--- src/rtl/des_decrypt_iter_if.sv ---
// Handshake bundle for the iterative DES core: block/key in, result out.
interface des_decrypt_iter_if;
    logic        in_valid;
    logic        in_ready;
    logic [63:0] din;
    logic [63:0] key;
    logic        out_valid;
    logic        out_ready;
    logic [63:0] dout;

    // Producer/consumer side that feeds blocks and drains results.
    modport master (
        output in_valid, din, key, out_ready,
        input  in_ready, out_valid, dout
    );

    // The DES core itself.
    modport slave (
        input  in_valid, din, key, out_ready,
        output in_ready, out_valid, dout
    );
endinterface

--- src/rtl/des_decrypt_iter.sv ---
// Iterative DES core: one Feistel round per clock, 16 rounds per block.
// DECRYPT=1 walks the key schedule backwards (K16..K1) by rotating C/D right,
// DECRYPT=0 walks it forwards (K1..K16) for loopback self-test.
module des_decrypt_iter #(
    parameter int DECRYPT = 1
) (
    input  logic clk,
    input  logic rst,
    des_decrypt_iter_if.slave bus
);
    localparam int IP_T [64] = '{
        58, 50, 42, 34, 26, 18, 10, 2, 60, 52, 44, 36, 28, 20, 12, 4,
        62, 54, 46, 38, 30, 22, 14, 6, 64, 56, 48, 40, 32, 24, 16, 8,
        57, 49, 41, 33, 25, 17,  9, 1, 59, 51, 43, 35, 27, 19, 11, 3,
        61, 53, 45, 37, 29, 21, 13, 5, 63, 55, 47, 39, 31, 23, 15, 7};
    localparam int FP_T [64] = '{
        40, 8, 48, 16, 56, 24, 64, 32, 39, 7, 47, 15, 55, 23, 63, 31,
        38, 6, 46, 14, 54, 22, 62, 30, 37, 5, 45, 13, 53, 21, 61, 29,
        36, 4, 44, 12, 52, 20, 60, 28, 35, 3, 43, 11, 51, 19, 59, 27,
        34, 2, 42, 10, 50, 18, 58, 26, 33, 1, 41,  9, 49, 17, 57, 25};
    localparam int E_T [48] = '{
        32,  1,  2,  3,  4,  5,  4,  5,  6,  7,  8,  9,
         8,  9, 10, 11, 12, 13, 12, 13, 14, 15, 16, 17,
        16, 17, 18, 19, 20, 21, 20, 21, 22, 23, 24, 25,
        24, 25, 26, 27, 28, 29, 28, 29, 30, 31, 32,  1};
    localparam int P_T [32] = '{
        16,  7, 20, 21, 29, 12, 28, 17,  1, 15, 23, 26,  5, 18, 31, 10,
         2,  8, 24, 14, 32, 27,  3,  9, 19, 13, 30,  6, 22, 11,  4, 25};
    localparam int PC1_T [56] = '{
        57, 49, 41, 33, 25, 17,  9,  1, 58, 50, 42, 34, 26, 18,
        10,  2, 59, 51, 43, 35, 27, 19, 11,  3, 60, 52, 44, 36,
        63, 55, 47, 39, 31, 23, 15,  7, 62, 54, 46, 38, 30, 22,
        14,  6, 61, 53, 45, 37, 29, 21, 13,  5, 28, 20, 12,  4};
    localparam int PC2_T [48] = '{
        14, 17, 11, 24,  1,  5,  3, 28, 15,  6, 21, 10,
        23, 19, 12,  4, 26,  8, 16,  7, 27, 20, 13,  2,
        41, 52, 31, 37, 47, 55, 30, 40, 51, 45, 33, 48,
        44, 49, 39, 56, 34, 53, 46, 42, 50, 36, 29, 32};
    // One word per S-box row, 16 nibbles, column 0 in the top nibble.
    localparam logic [63:0] SBOX_T [32] = '{
        64'hE4D12FB83A6C5907, 64'h0F74E2D1A6CB9538, 64'h41E8D62BFC973A50, 64'hFC8249175B3EA06D,
        64'hF18E6B34972DC05A, 64'h3D47F28EC01A69B5, 64'h0E7BA4D158C6932F, 64'hD8A13F42B67C05E9,
        64'hA09E63F51DC7B428, 64'hD709346A285ECBF1, 64'hD6498F30B12C5AE7, 64'h1AD069874FE3B52C,
        64'h7DE3069A1285BC4F, 64'hD8B56F03472C1AE9, 64'hA690CB7DF13E5284, 64'h3F06A1D8945BC72E,
        64'h2C417AB6853FD0E9, 64'hEB2C47D150FA3986, 64'h421BAD78F9C5630E, 64'hB8C71E2D6F09A453,
        64'hC1AF92680D34E75B, 64'hAF427C9561DE0B38, 64'h9EF528C3704A1DB6, 64'h432C95FABE17608D,
        64'h4B2EF08D3C975A61, 64'hD0B7491AE35C2F86, 64'h14BDC37EAF680592, 64'h6BD814A7950FE23C,
        64'hD2846FB1A93E50C7, 64'h1FD8A374C56B0E92, 64'h7B419CE206ADF358, 64'h21E74A8DFC90356B};

    // Table positions are 1-based from the MSB (DES bit 1 = vector MSB).
    function automatic logic [63:0] perm_ip(input logic [63:0] x);
        logic [63:0] y;
        y = '0;
        for (int i = 0; i < 64; i++) y = {y[62:0], x[6'(64 - IP_T[i])]};
        return y;
    endfunction

    function automatic logic [63:0] perm_fp(input logic [63:0] x);
        logic [63:0] y;
        y = '0;
        for (int i = 0; i < 64; i++) y = {y[62:0], x[6'(64 - FP_T[i])]};
        return y;
    endfunction

    function automatic logic [47:0] perm_e(input logic [31:0] x);
        logic [47:0] y;
        y = '0;
        for (int i = 0; i < 48; i++) y = {y[46:0], x[5'(32 - E_T[i])]};
        return y;
    endfunction

    function automatic logic [31:0] perm_p(input logic [31:0] x);
        logic [31:0] y;
        y = '0;
        for (int i = 0; i < 32; i++) y = {y[30:0], x[5'(32 - P_T[i])]};
        return y;
    endfunction

    function automatic logic [55:0] perm_pc1(input logic [63:0] x);
        logic [55:0] y;
        y = '0;
        for (int i = 0; i < 56; i++) y = {y[54:0], x[6'(64 - PC1_T[i])]};
        return y;
    endfunction

    function automatic logic [47:0] perm_pc2(input logic [55:0] x);
        logic [47:0] y;
        y = '0;
        for (int i = 0; i < 48; i++) y = {y[46:0], x[6'(56 - PC2_T[i])]};
        return y;
    endfunction

    // Row = outer bits, column = inner four bits of the 6-bit group.
    function automatic logic [3:0] sbox(input logic [2:0] box, input logic [5:0] six);
        logic [63:0] w;
        w = SBOX_T[{box, six[5], six[0]}];
        w = w << {six[4:1], 2'b00};
        return w[63:60];
    endfunction

    // S-box layer followed by P.
    function automatic logic [31:0] sp(input logic [47:0] x);
        logic [47:0] t;
        logic [31:0] s;
        t = x;
        s = '0;
        for (int j = 0; j < 8; j++) begin
            s = {s[27:0], sbox(3'(j), t[47:42])};
            t = t << 6;
        end
        return perm_p(s);
    endfunction

    function automatic logic [27:0] rotl(input logic [27:0] x, input logic two);
        return two ? {x[25:0], x[27:26]} : {x[26:0], x[27]};
    endfunction

    function automatic logic [27:0] rotr(input logic [27:0] x, input logic two);
        return two ? {x[1:0], x[27:2]} : {x[0], x[27:1]};
    endfunction

    typedef enum logic [1:0] {IDLE, ROUND, DONE} state_t;

    state_t      state;
    logic [31:0] l_q, r_q;
    logic [27:0] c_q, d_q;
    logic [3:0]  cnt;
    logic        out_valid_q;
    logic [63:0] dout_q;
    logic        accept;
    logic [27:0] c_use, d_use, c_nxt, d_nxt;
    logic        sh_two;
    logic [31:0] r_nxt;

    assign bus.in_ready  = (state == IDLE) || (state == DONE && bus.out_ready);
    assign bus.out_valid = out_valid_q;
    assign bus.dout      = dout_q;
    assign accept        = bus.in_valid && bus.in_ready;

    // Round datapath: pick this round's C/D, form the subkey, apply f.
    always_comb begin
        c_use  = c_q;
        d_use  = d_q;
        c_nxt  = c_q;
        d_nxt  = d_q;
        sh_two = 1'b0;
        if (DECRYPT != 0) begin
            // Right-rotate after rounds 1,8,15 by one, otherwise by two.
            sh_two = !(cnt == 4'd0 || cnt == 4'd7 || cnt == 4'd14);
            c_nxt  = rotr(c_q, sh_two);
            d_nxt  = rotr(d_q, sh_two);
        end else begin
            // Left-rotate before rounds 1,2,9,16 by one, otherwise by two.
            sh_two = !(cnt == 4'd0 || cnt == 4'd1 || cnt == 4'd8 || cnt == 4'd15);
            c_use  = rotl(c_q, sh_two);
            d_use  = rotl(d_q, sh_two);
            c_nxt  = c_use;
            d_nxt  = d_use;
        end
        r_nxt = l_q ^ sp(perm_e(r_q) ^ perm_pc2({c_use, d_use}));
    end

    // Control FSM and round registers; accept takes priority in IDLE and DONE.
    always_ff @(posedge clk or posedge rst) begin
        if (rst) begin
            state       <= IDLE;
            out_valid_q <= 1'b0;
            dout_q      <= '0;
            l_q         <= '0;
            r_q         <= '0;
            c_q         <= '0;
            d_q         <= '0;
            cnt         <= '0;
        end else if (accept) begin
            {l_q, r_q}  <= perm_ip(bus.din);
            {c_q, d_q}  <= perm_pc1(bus.key);
            cnt         <= '0;
            state       <= ROUND;
            out_valid_q <= 1'b0;
        end else begin
            case (state)
                ROUND: begin
                    l_q <= r_q;
                    r_q <= r_nxt;
                    c_q <= c_nxt;
                    d_q <= d_nxt;
                    if (cnt == 4'd15) begin
                        // Last round: emit the swapped pre-output through FP.
                        state       <= DONE;
                        out_valid_q <= 1'b1;
                        dout_q      <= perm_fp({r_nxt, r_q});
                    end else begin
                        cnt <= cnt + 4'd1;
                    end
                end
                DONE: begin
                    if (bus.out_ready) begin
                        state       <= IDLE;
                        out_valid_q <= 1'b0;
                    end
                end
                default: ;
            endcase
        end
    end
endmodule

--- src/flat_wrapper.sv ---
// flat-port wrapper written by rule: the top's interface ports become plain ports
module des_decrypt_iter_flat 
#(
    parameter int DECRYPT = 1
)
  (clk, rst, bus_in_valid, bus_din, bus_key, bus_out_ready, bus_in_ready, bus_out_valid, bus_dout);
  des_decrypt_iter_if bus_i ();
  input  logic clk;
  input  logic rst;
  input wire logic [$bits(bus_i.in_valid)-1:0] bus_in_valid;
  input wire logic [$bits(bus_i.din)-1:0] bus_din;
  input wire logic [$bits(bus_i.key)-1:0] bus_key;
  input wire logic [$bits(bus_i.out_ready)-1:0] bus_out_ready;
  output wire logic [$bits(bus_i.in_ready)-1:0] bus_in_ready;
  output wire logic [$bits(bus_i.out_valid)-1:0] bus_out_valid;
  output wire logic [$bits(bus_i.dout)-1:0] bus_dout;
  assign bus_i.in_valid = bus_in_valid;
  assign bus_i.din = bus_din;
  assign bus_i.key = bus_key;
  assign bus_i.out_ready = bus_out_ready;
  assign bus_in_ready = bus_i.in_ready;
  assign bus_out_valid = bus_i.out_valid;
  assign bus_dout = bus_i.dout;
  des_decrypt_iter #(.DECRYPT(DECRYPT)) u_core (.clk(clk), .rst(rst), .bus(bus_i));
endmodule
--- config.mk ---
export PLATFORM = sky130hd
export DESIGN_NAME = des_decrypt_iter_flat
export DESIGN_NICKNAME = d
export VERILOG_FILES = /design/src/rtl/des_decrypt_iter_if.sv /design/src/rtl/des_decrypt_iter.sv /design/src/flat_wrapper.sv
export SDC_FILE = /design/constraint.sdc
export NUM_CORES = 1
export LEC_CHECK = 0
export ABC_AREA = 1
export CAP_MARGIN = 0
export CORE_UTILIZATION = 52
export DETAILED_ROUTE_END_ITERATION = 10
export GPL_TIMING_DRIVEN = 0
export PLACE_DENSITY = 0.83
export SLEW_MARGIN = 20
export SYNTH_ARGS = -nofsm -noshare
export SYNTH_HDL_FRONTEND = slang
export SYNTH_SLANG_ARGS = --single-unit
--- constraint.sdc ---
create_clock -name clk -period 4.8 [get_ports clk]
set_input_delay 0.72 -clock clk [delete_from_list [all_inputs] [get_ports clk]]
set_output_delay 0.72 -clock clk [all_outputs]
set_load 0.02 [all_outputs]
==> results.yml, run 1 <==
outcome:
  status: "finished, final reports clean"
placed_design:
  pre_cts_slack_ns: 1.98
  place_area_um2: 7810
  routabilityCongestion: 0.943
  port_buffers: 65
  place_hpwl_um: 13900
synthesis:
  postSynthCellCount: 950
  synth-edff-count: 0
  async_flop_share: 1.00
  synth.distinct_cells: 33
  ys_seq_area_frac: 0.370
  syn-cell-area_um2: 6770
  synth_warnings: 0
  syn_avg_cell_area_um2: 7.12
  yosysTopAreaCell: "dfrtp_1"
  synth_seq_cells: 100
  yosysMostFrequentCell: "nand2_1"
  synth.top_cells.by_count: "309 x nand2_1, 126 x nand3_1, 100 x dfrtp_1, 100 x inv_1, 82 x o21ai_0"
  synth.top_cell.area_share: 0.370
  ys_top_cells_by_area: "dfrtp_1 37%, nand2_1 17%, nand3_1 9.3%, o21ai_0 6.1%, inv_1 5.5%"
  synthFlopType: "dfrtp_1"
cells_and_area:
  stdcell_area_um2: 8100
  antenna_cells: 0
  layout.nets: 1224
  drive_gt1_frac: 0.0804
  num-fill-cells: 1176
  area_delta_synth_final_pct: 19.7
clock_tree:
  hold_buffers: 0
  clkTransAtPathRegs_ns: 0.07
  cts_tree: "done"
  cts_resized: 0
  cts_setup_buffers: 0
  cts_made_buffers: 9
  htree_levels: 3
  cts-root-buf: "clkbuf_16"
  clk_latency_ns: 0.37
  clock_sinks: 100
  cts.path.max_buffers: 2
critical_path:
  worstSetupPathType: "primary input to output pin"
  path_buf_inv: 4
  crit_required_ns: 4.08
  cp_cell_sequence: "clkdlybuf4s50_1 -> inv_1 -> nand2_1 -> nand2_1 -> inv_1 -> clkdlybuf4s50_1"
  cpPeakStageDelay_ns: 0.60
  cp_max_fo: 2
  slowest_stage: "clkdlybuf4s50_1"
  critPathArrivalTime_ns: 1.98
  cp-start-kind: "primary input"
  crit_path_end_kind: "output pin"
  worst_path_dominant_cell_family: "buffers and inverters"
flow_run:
  cap_violations: 0
floorplanning:
  pin_count: 198
  rows: 41
  initial_utilization: 0.534
  fp.dieW_um: 116
  core-area_um2: 12700
  die_y_um: 116
  die_area_um2: 13500
drt:
  drc: 0
  dr.pass1.iters: 5
  viasPerCell: 5.41
  num_vias: 6718
  wire_per_inst_um: 15.4
  drt_wl_total_um: 19200
  drt_iter0_drc: 634
  ant_nets: 0
power_and_ir_drop:
  power_leakage_nw: 4.05
  ir_drop_mv: 0.419
  p_per_area_nw_per_um2: 824
  p_total_mw: 6.67
timing:
  setup_slack_ns: 2.10
  rsz0062_at_grt: "no"
  holdWs_ns: 0.482
  hold_violations: 0
  max-slew-margin-rel: 0.499
  drv_slew: 0
  max_freq_ghz: 0.370
  fin_tns_setup_ns: 0
  setup_viol: 0
  fin_crit_sh: 0.563
  period_minus_slack_ns: 2.70
  tightest_slew_ns: 0.751
  fin_worst_skew_ns: 0.0125
grt:
  grt_usage: 0.305
  met2_usage: 0.480
  antenna_found_initial: 0
  grt_busiest_layer: "met2"
  grt_max_degree: 75
  grt.overflow.total: 0
  use_met3: 0.0727
  grt_pass1_vias: 6218
  gr-usage-met1: 0.411
  grt_pass1_wl_um: 31100
worst_hold_path:
  hold_class: "register to register"
[cell usage in the layout (no fill, tap or decap), types with 18 or more instances in the layout]
master,Yosys,layout
inv_1,100,99
o211ai_1,23,23
nor2_1,29,29
dfrtp_1,100,100
nand3_1,126,126
nand2_1,309,309
conb_1,1,39
ha_1,27,27
clkdlybuf4s50_1,0,65
buf_4,39,39
o22ai_1,18,18
a21oi_1,20,20
o21ai_0,82,82
[routing by layer]
layer,wire length [um],up-vias
li1,-,3253
met1,8210,3059
met2,8630,356
met3,1790,50
met4,539,0
met5,0,-
[registers in the layout, indices dropped and copies added, names as in the netlist]
register / flops
u_core.bus.dout: 25
u_core.r_q: 25
u_core.l_q: 16
u_core.cnt: 4
u_core.state: 2
u_core.d_q: 28
[final timing paths]
check / start / endpoint / slack [ns] / cells past startpoint
min in group asynchronous: rst / u_core.bus.dout[9]$_DFFE_PP0P_ / 0.68 / 2
min: u_core.bus.dout[29]$_DFFE_PP0P_ / u_core.bus.dout[29]$_DFFE_PP0P_ / 0.48 / 2
max reg2reg: u_core.r_q[11]$_DFFE_PP0P_ / u_core.r_q[18]$_DFFE_PP0P_ / 2.16 / 13
max in group asynchronous: rst / u_core.r_q[28]$_DFFE_PP0P_ / 3.47 / 3
max: bus_out_ready / bus_in_ready / 2.10 / 6
min reg2reg: u_core.bus.dout[29]$_DFFE_PP0P_ / u_core.bus.dout[29]$_DFFE_PP0P_ / 0.48 / 2
[through the flow]
stage               utilization  cells
detailed placement        0.616   1226
CTS                       0.639   1242
floorplan                     -    988
global placement          0.614   1225
global route              0.639   1242
finish                    0.639   1242
[logic make-up after synthesis]
kind of cell,after synthesis,share of synthesized area
flops,100,0.370
buf+inv,181,0.136
simple gates,467,0.284
fa+ha+maj,27,0.0499
compound gates,159,0.138
other cells,1,0.000554
xor+xnor,15,0.0227
[power breakdown]
part | internal [mW] | switching [mW] | leakage [nW]
Sequential | 1.22 | 0.282 | 1.25
Combinational | 1.56 | 2.88 | 2.66
Clock | 0.366 | 0.367 | 0.138
[final cells by class]
class                           instances  area [um^2]  area share
Clock buffer                            9          225      0.0278
Inverter                              104          395      0.0488
Clock inverter                          7         66.3     0.00819
Timing Repair Buffer                   66          678      0.0837
Multi-Input combinational cell        707         3490       0.431
Sequential cell                       100         2500       0.309
Buffer                                 77          528      0.0652
Tap cell                              172          215      0.0266
[worst min-delay path: stages, from the launching register on]
cell and delay (ns):
dfrtp_1 0.35, nand2_1 0.05, o21ai_0 0.05
No activity file was read; power rests on OpenSTA's default activity.
==> run 2, diff against run 1 <==
--- a/config.mk
+++ b/config.mk
@@ -7,10 +7,10 @@
 export LEC_CHECK = 0
 export ABC_AREA = 1
 export CAP_MARGIN = 0
-export CORE_UTILIZATION = 52
+export CORE_UTILIZATION = 49
 export DETAILED_ROUTE_END_ITERATION = 10
 export GPL_TIMING_DRIVEN = 0
-export PLACE_DENSITY = 0.83
+export PLACE_DENSITY = 0.78
 export SLEW_MARGIN = 20
 export SYNTH_ARGS = -nofsm -noshare
 export SYNTH_HDL_FRONTEND = slang
==> constraint.sdc (replaced) <==
create_clock -name clk -period 2.5 [get_ports clk]
set_input_delay 0.375 -clock clk [delete_from_list [all_inputs] [get_ports clk]]
set_output_delay 0.375 -clock clk [all_outputs]
set_load 0.02 [all_outputs]
==> run 2 against run 1 <==
  * Clock skew decreased by 0.0042 ns
  * Worst hold slack got worse by 0.096 ns
  * Combinational power increased by 92%
  * First-iteration DRC count is 0.95% lower
  * Utilization decreased by 2.3 points
  * Sequential share of layout area is 0.47 points lower
  * Critical path type is now register to register
  * Highest routed layer unchanged
==> results.yml, run 2 (synthesized netlist as in run 1, its figures left out) <==
outcome:
  status: "finished, final reports clean"
drt:
  drt_iter0_drc: 628
  drc: 0
  viasPerCell: 5.31
  wire_per_inst_um: 15.6
  drt_wl_total_um: 19400
  num_vias: 6622
  dr.pass1.iters: 8
  ant_nets: 0
timing:
  max_freq_ghz: 0.435
  holdWs_ns: 0.387
  fin_worst_skew_ns: 0.00832
  setup_viol: 0
  setup_slack_ns: 0.199
  period_minus_slack_ns: 2.30
  tightest_slew_ns: 0.752
  rsz0062_at_grt: "no"
  max-slew-margin-rel: 0.498
  fin_crit_sh: 0.920
  drv_slew: 0
  hold_violations: 0
clock_tree:
  clock_sinks: 100
  cts_tree: "done"
  htree_levels: 3
  cts-root-buf: "clkbuf_16"
  clk_latency_ns: 0.36
  cts.path.max_buffers: 2
  hold_buffers: 0
  cts_made_buffers: 9
  clkTransAtPathRegs_ns: 0.07
floorplanning:
  core-area_um2: 13300
  fp.dieW_um: 120
  pin_count: 198
  die_y_um: 120
  die_area_um2: 14300
  rows: 42
  initial_utilization: 0.507
placed_design:
  routabilityCongestion: 0.973
  pre_cts_slack_ns: -0.112
  dp_cells: 1232
  place_hpwl_um: 14400
  port_buffers: 65
cells_and_area:
  layout.nets: 1226
  finalNonFillerCells: 1247
  registers.top_by_ff_count: "u_core.d_q"
  antenna_cells: 0
  final_common_cell: "nand2_1"
  area_delta_synth_final_pct: 21.6
  largest_reg_flops: 28
  drive_gt1_frac: 0.0859
  layout_common_cells: "308 x nand2_1, 126 x nand3_1, 99 x inv_1, 99 x dfrtp_1, 82 x o21ai_0"
  num-fill-cells: 1237
grt:
  use_met3: 0.0604
  grt_max_degree: 31
  grt_pass1_vias: 6230
  gr-usage-met1: 0.380
  antenna_found_initial: 0
  grt_usage: 0.283
  met2_usage: 0.449
  grt_busiest_layer: "met2"
  grt.overflow.total: 0
  grt_pass1_wl_um: 31500
critical_path:
  critPathArrivalTime_ns: 2.52
  worstSetupPathType: "register to register"
  cp-start-kind: "register"
  crit_required_ns: 2.72
  cp_max_fo: 6
  crit_path_end_kind: "register"
power_and_ir_drop:
  p_total_mw: 13.1
  power_leakage_nw: 4.09
  p_per_area_nw_per_um2: 1590
  ir_drop_mv: 0.747
flow_run:
  cap_violations: 0
worst_hold_path:
  hold_class: "primary input to async pin"
run 2: cell count changes in the layout (fill, tap and decap cells not counted), moves of 2 or more:
| cell | delta |
|---|---|
| inv_8 | -3 |
| xor2_2 | +2 |
| bufinv_16 | +3 |
| xor2_1 | -3 |
| buf_12 | +3 |
run 2: worst max-delay path, stage by stage (launching register included):
cell and delay, ns:
dfrtp_2 0.49, xor2_4 0.30, inv_1 0.14, ha_1 0.35, inv_1 0.10, nand2_1 0.10
nand2_1 0.08, nand2_1 0.04, o21ai_0 0.11, nand2_1 0.10, o21ai_0 0.12, nand2_1 0.08
nand3_1 0.06, o21ai_0 0.08
run 2: where the power goes:
part	switching [mW]	internal (mW)	total, mW	leakage (nW)
Combinational	5.51	3.03	8.53	2.67
Clock	0.634	1.01	1.64	0.169
Sequential	0.559	2.34	2.90	1.25
run 2: what timing repair did:
item,4_1_cts,5_1_grt
gates cloned,0,0
resized for setup,1,5
buffers inserted,0,0
endpoints found under the setup margin,2,8
run 2: path summary, 6_finish.rpt:
check	start	to	slack [ns]	cells past startpoint
max	u_core.r_q[11]$_DFFE_PP0P_	u_core.r_q[18]$_DFFE_PP0P_	0.20	13
min	rst	u_core.bus.dout[55]$_DFFE_PP0P_	0.39	2
max reg2reg	u_core.r_q[11]$_DFFE_PP0P_	u_core.r_q[18]$_DFFE_PP0P_	0.20	13
min reg2reg	u_core.r_q[29]$_DFFE_PP0P_	u_core.r_q[29]$_DFFE_PP0P_	0.48	2
max in group asynchronous	rst	u_core.r_q[20]$_DFFE_PP0P_	1.41	4
min in group clk	u_core.r_q[29]$_DFFE_PP0P_	u_core.r_q[29]$_DFFE_PP0P_	0.48	2
run 2: layout make-up:
type	instances	area, um^2	share of cell area
buffer	77	528	0.0642
clock buffer	10	239	0.0290
clock inverter	5	108	0.0131
inverter	104	394	0.0479
multi-input combinational	707	3520	0.428
sequential	100	2500	0.304
tap	176	220	0.0268
timing repair buffer	68	711	0.0864
run 2: through the flow:
step,setup TNS [ns],utilization,instance area (um^2)
floorplan,0,-,6910
global placement,-9.82,0.583,7780
finish,0,0.616,8230
CTS,0,0.614,8200
detailed placement,-0.145,0.588,7840
global route,0,0.616,8230
run 2: per-layer routing:
metal  vias to the layer above  share of wire
li1                       3252              -
met1                      3047           0.43
met2                       277           0.46
met3                        46          0.075
met4                         0          0.028
met5                         -              0
==> run 3, diff against run 2 <==
--- a/config.mk
+++ b/config.mk
@@ -7,9 +7,11 @@
 export LEC_CHECK = 0
 export ABC_AREA = 1
 export CAP_MARGIN = 0
+export CORE_MARGIN = 2
 export CORE_UTILIZATION = 49
 export DETAILED_ROUTE_END_ITERATION = 10
 export GPL_TIMING_DRIVEN = 0
+export HOLD_SLACK_MARGIN = 0.1
 export PLACE_DENSITY = 0.78
 export SLEW_MARGIN = 20
 export SYNTH_ARGS = -nofsm -noshare
==> run 3 against run 2 <==
  * Setup slack got worse by 0.066 ns
  * Clock-buffer cell count decreased by 1
  * First-iteration DRC count increased by 26%
  * Critical path depth unchanged
  * Critical endpoint unchanged
  * Largest power group unchanged
==> results.yml, run 3 (synthesized netlist as in run 1, its figures left out) <==
outcome:
  status: "finished, final reports clean"
clock_tree:
  clkTransAtPathRegs_ns: 0.07
  cts_made_buffers: 9
  cts_setup_buffers: 0
  clock_sinks: 100
  cts-root-buf: "clkbuf_16"
  htree_levels: 3
  hold_buffers: 0
  cts_resized: 1
  clk_latency_ns: 0.36
  cts_tree: "done"
  cts.path.max_buffers: 2
cells_and_area:
  finalNonFillerCells: 1248
  layout.nets: 1226
  num-fill-cells: 1284
  registers.top_by_ff_count: "u_core.d_q"
  stdcell_area_um2: 8160
  antenna_cells: 0
  drive_gt1_frac: 0.0849
  largest_reg_flops: 28
  layout_common_cells: "309 x nand2_1, 126 x nand3_1, 100 x dfrtp_1"
  area_delta_synth_final_pct: 20.6
  final_common_cell: "nand2_1"
power_and_ir_drop:
  power_leakage_nw: 4.06
  p_per_area_nw_per_um2: 1570
  ir_drop_mv: 0.796
  p_total_mw: 12.8
placed_design:
  place_area_um2: 7850
  port_buffers: 65
  dp_cells: 1232
  place_hpwl_um: 14300
  routabilityCongestion: 0.952
drt:
  num_vias: 6780
  viasPerCell: 5.43
  drt_iter0_drc: 789
  dr.pass1.iters: 6
  wire_per_inst_um: 15.7
  drc: 0
  drt_wl_total_um: 19600
  ant_nets: 0
floorplanning:
  core-area_um2: 13300
  initial_utilization: 0.507
  rows: 42
  die_area_um2: 14800
  fp.dieW_um: 122
  die_y_um: 122
  pin_count: 198
grt:
  met2_usage: 0.435
  grt_usage: 0.275
  antenna_found_initial: 0
  grt.overflow.total: 0
  grt_max_degree: 32
  use_met3: 0.0517
  grt_pass1_wl_um: 31600
  gr-usage-met1: 0.382
  grt_pass1_vias: 6160
  grt_busiest_layer: "met2"
critical_path:
  crit_path_end_kind: "register"
  critPathArrivalTime_ns: 2.59
  timing.rr.start: "u_core.r_q[11]$_DFFE_PP0P_"
  r2r_cells: 13
  r2r_slack_ns: 0.13
  worstSetupPathType: "register to register"
  r2r-end: "u_core.r_q[18]$_DFFE_PP0P_"
  crit_required_ns: 2.72
  cp_max_fo: 6
  cp-start-kind: "register"
timing:
  fin_worst_skew_ns: 0.00798
  drv_slew: 0
  fin_tns_setup_ns: 0
  rsz0062_at_grt: "yes"
  holdWs_ns: 0.409
  max_freq_ghz: 0.423
  fin_crit_sh: 0.947
  setup_viol: 0
  hold_violations: 0
  period_minus_slack_ns: 2.37
  max-slew-margin-rel: 0.477
  tightest_slew_ns: 0.785
flow_run:
  cap_violations: 0
worst_hold_path:
  hold_class: "primary input to async pin"
run 3: layer usage:
layer,wire [um],share of wire
met5,0,0
met4,482,0.025
met3,1780,0.091
met2,8950,0.46
met1,8350,0.43
run 3: per-stage QoR:
step / worst slack, ns / util
floorplan: 0.478 / -
global placement: -0.110 / 0.583
detailed placement: -0.128 / 0.588
CTS: 0.0107 / 0.609
global route: -0.0501 / 0.611
finish: 0.133 / 0.611
run 3: final cells by class:
class / instances / area (um^2) / area share
Multi-Input combinational cell: 707 / 3520 / 0.432
Sequential cell: 100 / 2500 / 0.307
Timing Repair Buffer: 68 / 718 / 0.0880
Buffer: 77 / 528 / 0.0647
Inverter: 104 / 394 / 0.0483
Clock buffer: 9 / 225 / 0.0276
Tap cell: 176 / 220 / 0.0270
Clock inverter: 7 / 50.0 / 0.00613
run 3: worst max-delay path, cell delays in order, from the launching register on:
cell	delay (ns)
dfrtp_1	0.54
xor2_4	0.30
inv_1	0.15
ha_1	0.35
inv_1	0.11
nand2_1	0.09
nand2_1	0.08
nand2_1	0.04
o21ai_0	0.11
nand2_1	0.10
o21ai_0	0.11
nand2_1	0.08
nand3_1	0.07
o21ai_0	0.09
run 3: worst max-delay path by stage:
| stage | start | endpoint | slack [ns] | depth (start not counted) |
|---|---|---|---|---|
| floorplan | u_core.r_q[11]$_DFFE_PP0P_ | u_core.r_q[29]$_DFFE_PP0P_ | 0.48 | 12 |
| global placement | rst | u_core.l_q[28]$_DFFE_PP0P_ | -0.11 | 2 |
| detailed placement | u_core.r_q[11]$_DFFE_PP0P_ | u_core.r_q[18]$_DFFE_PP0P_ | -0.13 | 13 |
| CTS | u_core.r_q[12]$_DFFE_PP0P_ | u_core.r_q[18]$_DFFE_PP0P_ | 0.01 | 13 |
| global route | u_core.r_q[11]$_DFFE_PP0P_ | u_core.r_q[18]$_DFFE_PP0P_ | -0.05 | 13 |
| finish | u_core.r_q[11]$_DFFE_PP0P_ | u_core.r_q[18]$_DFFE_PP0P_ | 0.13 | 13 |
run 3: power breakdown:
part | internal, mW | switching [mW] | total (mW)
sequential | 2.34 | 0.561 | 2.90
combinational | 3.03 | 5.53 | 8.56
clock | 0.679 | 0.658 | 1.34
total | 6.05 | 6.75 | 12.8
